<file path="src/rtl/ext_bus_pkg.sv">
// rtl/ext_bus_pkg.sv - shared types and sizing helpers for the external-bus sequencer
//
// Purpose: state encoding and width helpers shared by ext_bus_sequencer and
//          bus_wait_timer.
// Contents:
//   bus_state_e  2-bit sequencer state (IDLE / ADDR / DATA / RESP)
//   beats()      number of pad-width slices in a bus word
//   idx_w()      width of an index that counts 0..n-1 (minimum 1)
//   cnt_w()      width of a counter that reaches n (saturating counters)
package ext_bus_pkg;

    typedef enum logic [1:0] {
        ST_IDLE = 2'd0,
        ST_ADDR = 2'd1,
        ST_DATA = 2'd2,
        ST_RESP = 2'd3
    } bus_state_e;

    localparam int DEF_ADDR_W  = 16;
    localparam int DEF_DATA_W  = 8;
    localparam int DEF_PIN_W   = 8;
    localparam int DEF_TIMEOUT = 15;

    function automatic int beats(input int w, input int pin_w);
        return w / pin_w;
    endfunction

    function automatic int idx_w(input int n);
        return (n <= 2) ? 1 : $clog2(n);
    endfunction

    function automatic int cnt_w(input int n);
        return (n <= 1) ? 1 : $clog2(n + 1);
    endfunction

endpackage

</file>
<file path="src/rtl/ext_bus_sequencer_wait_timer.sv">
// rtl/ext_bus_sequencer_wait_timer.sv - saturating RDY-low wait counter with expiry flag
//
// Purpose: counts consecutive wait cycles of one data beat.
// Ports:
//   clk_cpu  in   clock
//   rst_n    in   synchronous active-low reset
//   clear    in   return the count to zero (has priority over inc)
//   inc      in   count one more wait cycle (saturates at TIMEOUT)
//   expired  out  the count has reached TIMEOUT-1: one more wait cycle aborts
module bus_wait_timer
    import ext_bus_pkg::*;
#(
    parameter int TIMEOUT = DEF_TIMEOUT
) (
    input  logic clk_cpu,
    input  logic rst_n,
    input  logic clear,
    input  logic inc,
    output logic expired
);

    localparam int CNT_W = cnt_w(TIMEOUT);

    logic [CNT_W-1:0] cnt_q;
    logic [CNT_W-1:0] cnt_d;

    always_comb begin
        cnt_d = cnt_q;
        if (clear) begin
            cnt_d = '0;
        end else if (inc && (cnt_q != CNT_W'(TIMEOUT))) begin
            cnt_d = cnt_q + 1'b1;
        end
    end

    always_ff @(posedge clk_cpu) begin
        if (!rst_n) begin
            cnt_q <= '0;
        end else begin
            cnt_q <= cnt_d;
        end
    end

    // The sequencer decides on the edge where the count would step past
    // TIMEOUT-1, so the flag marks the last tolerated value, not TIMEOUT.
    assign expired = (cnt_q == CNT_W'(TIMEOUT - 1));

endmodule

</file>
<file path="src/rtl/ext_bus_sequencer.sv">
// rtl/ext_bus_sequencer.sv - serialises one CPU request into address and data beats on the pads
//
// Purpose: accepts one CPU memory request, drives the address slice by slice
//          on addr_pins, then moves data slice by slice on the bidirectional
//          pins with RDY wait states and a per-beat timeout.
// Ports:
//   clk_cpu, rst_n                     clock, synchronous active-low reset
//   req_valid/req_ready                request handshake (ready only in IDLE)
//   req_we, req_addr, req_wdata        request payload
//   resp_valid, resp_err, resp_rdata   one-cycle completion, error flag, read word
//   rdy_in                             external ready, low inserts wait states
//   addr_pins, addr_strobe, addr_last  address beat outputs
//   data_in, data_out, data_oe         bidirectional pad group
//   busy                               not IDLE
// All outputs decode from registered state only.
module ext_bus_sequencer
    import ext_bus_pkg::*;
#(
    parameter int ADDR_W  = DEF_ADDR_W,
    parameter int DATA_W  = DEF_DATA_W,
    parameter int PIN_W   = DEF_PIN_W,
    parameter int TIMEOUT = DEF_TIMEOUT
) (
    input  logic              clk_cpu,
    input  logic              rst_n,
    input  logic              req_valid,
    output logic              req_ready,
    input  logic              req_we,
    input  logic [ADDR_W-1:0] req_addr,
    input  logic [DATA_W-1:0] req_wdata,
    output logic              resp_valid,
    output logic              resp_err,
    output logic [DATA_W-1:0] resp_rdata,
    input  logic              rdy_in,
    output logic [PIN_W-1:0]  addr_pins,
    output logic              addr_strobe,
    output logic              addr_last,
    input  logic [PIN_W-1:0]  data_in,
    output logic [PIN_W-1:0]  data_out,
    output logic [PIN_W-1:0]  data_oe,
    output logic              busy
);

    localparam int AB     = beats(ADDR_W, PIN_W);
    localparam int DB     = beats(DATA_W, PIN_W);
    localparam int BEAT_W = idx_w((AB > DB) ? AB : DB);

    bus_state_e        state_q, state_d;
    logic [BEAT_W-1:0] beat_q, beat_d;
    logic              we_q, we_d;
    logic [ADDR_W-1:0] addr_q, addr_d;
    logic [DATA_W-1:0] wdata_q, wdata_d;
    logic [DATA_W-1:0] rdata_q, rdata_d;
    logic [DATA_W-1:0] resp_rdata_q, resp_rdata_d;
    logic              err_q, err_d;

    logic              wait_clear;
    logic              wait_inc;
    logic              wait_expired;

    // Any cycle outside DATA, or any ready data beat, restarts the wait
    // budget, so each beat enters DATA with a fresh count.
    assign wait_clear = (state_q != ST_DATA) || rdy_in;
    assign wait_inc   = (state_q == ST_DATA) && !rdy_in;

    bus_wait_timer #(
        .TIMEOUT (TIMEOUT)
    ) u_wait_timer (
        .clk_cpu (clk_cpu),
        .rst_n   (rst_n),
        .clear   (wait_clear),
        .inc     (wait_inc),
        .expired (wait_expired)
    );

    // State and datapath registers.
    always_ff @(posedge clk_cpu) begin
        if (!rst_n) begin
            state_q      <= ST_IDLE;
            beat_q       <= '0;
            we_q         <= 1'b0;
            addr_q       <= '0;
            wdata_q      <= '0;
            rdata_q      <= '0;
            resp_rdata_q <= '0;
            err_q        <= 1'b0;
        end else begin
            state_q      <= state_d;
            beat_q       <= beat_d;
            we_q         <= we_d;
            addr_q       <= addr_d;
            wdata_q      <= wdata_d;
            rdata_q      <= rdata_d;
            resp_rdata_q <= resp_rdata_d;
            err_q        <= err_d;
        end
    end

    // Next-state and datapath update.
    always_comb begin
        state_d      = state_q;
        beat_d       = beat_q;
        we_d         = we_q;
        addr_d       = addr_q;
        wdata_d      = wdata_q;
        rdata_d      = rdata_q;
        resp_rdata_d = resp_rdata_q;
        err_d        = err_q;

        unique case (state_q)
            ST_IDLE: begin
                if (req_valid) begin
                    we_d    = req_we;
                    addr_d  = req_addr;
                    wdata_d = req_wdata;
                    rdata_d = '0;
                    beat_d  = '0;
                    state_d = ST_ADDR;
                end
            end
            ST_ADDR: begin
                if (beat_q == BEAT_W'(AB - 1)) begin
                    beat_d  = '0;
                    state_d = ST_DATA;
                end else begin
                    beat_d = beat_q + 1'b1;
                end
            end
            ST_DATA: begin
                if (rdy_in) begin
                    if (!we_q) begin
                        for (int k = 0; k < DB; k++) begin
                            if (beat_q == BEAT_W'(k)) begin
                                rdata_d[k*PIN_W +: PIN_W] = data_in;
                            end
                        end
                    end
                    if (beat_q == BEAT_W'(DB - 1)) begin
                        // rdata_d already holds the final slice captured this edge.
                        resp_rdata_d = we_q ? '0 : rdata_d;
                        err_d        = 1'b0;
                        state_d      = ST_RESP;
                    end else begin
                        beat_d = beat_q + 1'b1;
                    end
                end else if (wait_expired) begin
                    resp_rdata_d = '0;
                    err_d        = 1'b1;
                    state_d      = ST_RESP;
                end
            end
            ST_RESP: begin
                beat_d  = '0;
                state_d = ST_IDLE;
            end
            default: begin
                state_d = ST_IDLE;
            end
        endcase
    end

    // Moore output decode.
    always_comb begin
        req_ready   = 1'b0;
        resp_valid  = 1'b0;
        resp_err    = 1'b0;
        addr_pins   = '0;
        addr_strobe = 1'b0;
        addr_last   = 1'b0;
        data_out    = '0;
        data_oe     = '0;
        busy        = 1'b1;

        unique case (state_q)
            ST_IDLE: begin
                req_ready = 1'b1;
                busy      = 1'b0;
            end
            ST_ADDR: begin
                addr_strobe = 1'b1;
                addr_last   = (beat_q == BEAT_W'(AB - 1));
                for (int k = 0; k < AB; k++) begin
                    if (beat_q == BEAT_W'(k)) begin
                        addr_pins = addr_q[k*PIN_W +: PIN_W];
                    end
                end
            end
            ST_DATA: begin
                if (we_q) begin
                    data_oe = '1;
                    for (int k = 0; k < DB; k++) begin
                        if (beat_q == BEAT_W'(k)) begin
                            data_out = wdata_q[k*PIN_W +: PIN_W];
                        end
                    end
                end
            end
            ST_RESP: begin
                resp_valid = 1'b1;
                resp_err   = err_q;
            end
            default: begin
                busy = 1'b1;
            end
        endcase
    end

    assign resp_rdata = resp_rdata_q;

endmodule
</file>
<file path="config.mk">
export PLATFORM = sky130hd
export DESIGN_NAME = ext_bus_sequencer
export DESIGN_NICKNAME = d
export VERILOG_FILES = /design/src/rtl/ext_bus_pkg.sv /design/src/rtl/ext_bus_sequencer_wait_timer.sv /design/src/rtl/ext_bus_sequencer.sv
export SDC_FILE = /design/constraint.sdc
export NUM_CORES = 1
export LEC_CHECK = 0
export ABC_AREA = 1
export CORE_MARGIN = 2
export CORE_UTILIZATION = 41
export DETAILED_ROUTE_END_ITERATION = 16
export PLACE_DENSITY = 0.77
export SETUP_SLACK_MARGIN = 0.1
export SYNTH_ARGS = -nofsm -noshare
export SYNTH_HDL_FRONTEND = slang
export SYNTH_SLANG_ARGS = --single-unit
</file>
<file path="constraint.sdc">
create_clock -name clk_cpu -period 1.2 [get_ports clk_cpu]
set_input_delay 0.12 -clock clk_cpu [delete_from_list [all_inputs] [get_ports clk_cpu]]
set_output_delay 0.12 -clock clk_cpu [all_outputs]
set_load 0.03 [all_outputs]
</file>
## Yosys cells after proc, flatten, opt, wreduce, memory -nomap -nowiden

Cells that the tools add are included.

- $add $sub $neg: 2
- Equality and inequality tests: 12
- Muxes and demuxes: 36
- Bitwise logic cells: 1
- Reductions and logical operators: 13

Operator list:

| operator | number |
|---|---|
| $mux W8 | 15 |
| $pmux W8 S2 | 1 |
| $mux W1 | 13 |
| $mux W2 | 5 |
| $ne A2 B2 Y1 const B | 5 |
| $pmux W2 S4 | 1 |
| $reduce_and A3 Y1 | 2 |
| $add A4 B1 Y4 const B | 1 |
| $eq A2 B2 Y1 const B | 2 |
| $eq A4 B4 Y1 const B | 1 |
| $ne A4 B4 Y1 const B | 1 |
| $pmux W1 S4 | 1 |
| $reduce_and A2 Y1 | 2 |
| $reduce_and A4 Y1 | 1 |
| $reduce_bool A2 Y1 | 2 |
| $ne A3 B2 Y1 const B | 1 |
| $ne A3 B3 Y1 const B | 1 |
| $eq A2 B1 Y1 const B | 1 |
| $logic_and A1 B1 Y1 | 2 |
| $logic_not A2 Y1 | 1 |
| $reduce_or A2 Y1 | 1 |
| $add A1 B1 Y1 const B | 1 |
| $logic_not A1 Y1 | 1 |
| $logic_or A1 B1 Y1 | 1 |
| $not A1 Y1 | 1 |

- Bits in registers: 49
- Word-level logic and storage cells: 73

## Logic depth before layout (Yosys ltp)

- Depth after elaboration: 5
- Mapped depth: 10

## By module

Synthesis repeated with hierarchy kept, for this count alone.

- Cell total of the unflattened synthesis: 328
- Area total of the unflattened synthesis: 2358.5 µm²

Modules (own cells, without submodules):

| module | times used | cells an instance | area each (µm²) |
|---|---|---|---|
| ext_bus_sequencer | 1 | 293 | 2104.5 |
| bus_wait_timer | 1 | 35 | 254.0 |

## Worst setup path before layout

Ideal clock, no wire load.

- Path kind: register -> output
- From: register state_q[1]
- To: output port addr_pins[0]
- Arrival: 1.600 ns
- Data required time: 1.080 ns
- Slack: -0.520 ns
- Stages on the path, launching flop included: 6
- Path buffers: 0
- Cell sequence: dfxtp_1 -> inv_1 -> ha_1 -> nand2_1 -> clkinv_1 -> a22o_1

- Longest elaborated chain between the ends: 2

RTL lines:

| element | RTL line | text |
|---|---|---|
| start: declaration | ext_bus_sequencer.sv:48 | `bus_state_e state_q, state_d;` |
| start signal: assignment | ext_bus_sequencer.sv:88 | `state_q <= state_d;` |
| $eq A2 B1 Y1 | ext_bus_sequencer.sv:174 | `unique case (state_q)` |
| $mux W8 | ext_bus_sequencer.sv:174 |  |
| end: declaration | ext_bus_sequencer.sv:35 | `output logic [PIN_W-1:0] addr_pins,` |

Every way passes these cells.

## Worst setup path after layout

- From: register state_q[0]
- To: output port addr_pins[5]

Same word-level chain as after synthesis.

==> impl_metrics.json <==
{
  "run_status": "finished, violations left",
  "violated_checks": "setup timing",
  "gr-usage-all-layers": 0.259,
  "synth_mux_area_frac": 0,
  "layout.filler_cells": 300,
  "routed_vias": 2910,
  "slew_margin_rel": 0.685,
  "total_power_mw": 9.68,
  "dpl_cell_area_mm2": 0.00345,
  "fmax_mhz": 600,
  "critical-path-max-stage-delay_ps": 370,
  "fin_crit_ps": 1670,
  "ant_nets": 0,
  "required_ps": 1080,
  "synth_sequential_area_ratio": 0.425,
  "clk_pin_slew_worst_paths_ps": 90,
  "dominant_combinational_cell_family_by_area_after_synthesis": "simple AND/OR/NAND/NOR gates",
  "post_cts_hold_buffer_count": 0,
  "initial_utilization": 0.422,
  "first_global_vias": 2787,
  "bufs_on_longest_clock_path": 2,
  "critical_path_buf_inv_count": 3,
  "dr_wl_met3_um": 634,
  "post-place-ws_ps": -347,
  "total_leakage_power_nw": 1.88,
  "drv_slew": 0,
  "synth_compound_area_frac": 0.126,
  "hold_depth": 3,
  "finish.cell_count_without_fillers": 530,
  "postSynthRegisterBits": 49,
  "grt_overflow": 0,
  "synth-simple-area-share": 0.330,
  "layout.cell_area.non_filler_mm2": 0.00439,
  "yosys_warnings": 0,
  "rsz0062_at_grt": "true",
  "number_of_top_level_pins": 75,
  "cts-root-buf": "clkbuf_8",
  "die-height_um": 79.1,
  "synth-adder-area-share": 0.0379,
  "post_synth_num_cell_types": 19,
  "drt-pass1-iter-count": 6,
  "r2r.worst_path.cells": 11,
  "cts_sinks": 49,
  "cp_top_family": "flip-flops",
  "detail_route.vias_per_cell": 5.49,
  "synthCells": 339,
  "synth_xor_area_frac": 0,
  "arrival_ps": 1550,
  "stages_on_the_worst_setup_path": 6,
  "vdd.ir_drop.worst_mv": 1.31,
  "routed_wire_length_per_instance_um": 18.1,
  "final_layout_size_suffix_gt1_frac": 0.496,
  "cp_max_fo": 5,
  "numPortBuffers": 74,
  "routed_wire_length_mm": 9.58,
  "finalHoldWorstSlack_ps": 413,
  "setup-violations-final": 79,
  "crit_path_end_kind": "output pin",
  "final-hold-violation-count": 0,
  "place.detailed.hpwl_mm": 4.58,
  "finClkSkew_ps": 13.3,
  "met2_wirelength_mm": 4.85,
  "design.final.nets": 501,
  "cp-start-kind": "flop",
  "syn2layout_area_growth_pct": 89.9,
  "htree_num_levels": 2,
  "cts_inserted_buffers": 5,
  "grt_first_pass_wirelength_mm": 12.7,
  "setup_cp_type": "flop to output pin",
  "floorplan.die.width_um": 79.1,
  "maximum_number_of_pins_on_one_net_before_global_route_repair": 25,
  "drt-initial-drc-count": 216,
  "fp.coreArea_mm2": 0.00547,
  "clock_latency_ps": 320,
  "antenna_found_initial": 0,
  "period_share": 1.39,
  "slowest_stage": "dfxtp_4",
  "post_synthesis_instance_area_mm2": 0.00231,
  "mappedNetlistNets": 383,
  "finalSetupTns_ps": -27120,
  "design.die.area_mm2": 0.00625,
  "dp_cells": 497,
  "met1_length_mm": 3.59,
  "drcViolationCount": 0,
  "gp_congestion": 0.804,
  "fp-row-count": 27,
  "diodes": 0,
  "fin_util": 0.802,
  "worstHoldPathType": "input pin to flop",
  "synth_area_per_cell_um2": 6.81,
  "timing.max_cap.violations": 0,
  "worst-slew-pin-transition_ps": 471,
  "crit_top_cell": "buf_6",
  "powerDensity_mw_per_mm2": 2210,
  "path_cells": "buf_6 > ha_4 > nand2_8 > clkinv_8 > a22o_4 > buf_6",
  "tritoncts_clock_tree": "done",
  "maxUsedRoutingLayer": "met4",
  "worst_slack_ps": -467
}
## layer usage
layer  global-route usage  up-vias
li1                     -     1306
met1                0.278     1374
met2                0.474      175
met3               0.0568       55
met4                0.129        0
met5                    0        -
## layout make-up
| class | instances | area (µm²) | area share |
|---|---|---|---|
| Timing Repair inverter | 3 | 36.3 | 0.00827 |
| Multi-Input combinational cell | 252 | 1760 | 0.400 |
| Timing Repair Buffer | 125 | 1260 | 0.288 |
| Clock buffer | 6 | 82.6 | 0.0188 |
| Sequential cell | 49 | 990 | 0.226 |
| Tap cell | 72 | 90.1 | 0.0205 |
| Clock inverter | 2 | 36.3 | 0.00827 |
| Inverter | 21 | 131 | 0.0299 |
## path summary, 6_finish.rpt
path                             startpoint  slack (ps)           end
worst min-delay path            req_addr[7]         410     addr_q[7]
worst max register to register   state_q[0]        -430    state_q[0]
worst min register to register   rdata_q[6]         470    rdata_q[6]
worst max-delay path             state_q[0]        -470  addr_pins[5]
## power breakdown
part           switching (mW)  internal, mW
combinational            3.47          2.61
sequential              0.308          2.01
clock                   0.596         0.680
total                    4.38          5.30
## kinds of logic after synthesis
kind of cell | count (synthesis)
simple gates | 194
compound gates | 50
flops | 49
buf+inv | 39
fa+ha+maj | 7
## synth_stat cells
cell | n | area (µm²)
nand3b_1 | 1 | 7.51
clkbuf_1 | 6 | 22.5
ha_1 | 7 | 87.6
buf_2 | 2 | 10.0
dfxtp_1 | 49 | 981
nand3_1 | 16 | 80.1
nand2_1 | 83 | 312
nor3_1 | 1 | 5.00
nor2_1 | 89 | 334
a21oi_1 | 13 | 65.1
clkinv_1 | 2 | 7.51
a22o_1 | 8 | 70.1
buf_4 | 10 | 75.1
nor2_2 | 2 | 12.5
inv_1 | 18 | 67.6
o21ai_0 | 28 | 140
inv_2 | 1 | 3.75
nand2_2 | 2 | 12.5
o21ai_4 | 1 | 16.3
## registers in the layout, indices dropped and copies added, names as in the netlist
signal,count
beat_q,1
we_q,1
state_q,2
u_wait_timer.cnt_q,4
err_q,1
rdata_q,8
resp_rdata,8
addr_q,16
wdata_q,8
## cell usage in the layout, fill, tap and decap left out, drive strengths merged, types with 6 or more instances in the layout
master and count:
nand2 86, clkbuf 6, clkdlybuf4s50 36, buf 87, inv 19, nand3 16
dfxtp 49, a21oi 13, nor2 91, ha 7, a22o 8, o21ai 29
## tightest hold or removal path, stage by stage
cell	delay, ps
clkdlybuf4s50_1	410
o21ai_2	100
nor2_1	50
## repair_timing
| action | CTS | global route |
|---|---|---|
| pin swaps | 29 | 46 |
| buffers inserted | 9 | 13 |
| resized for setup | 120 | 85 |
| gates cloned | 3 | 3 |
| endpoints found under the setup margin | 87 | 85 |
Power figures use the tool's default switching activity.
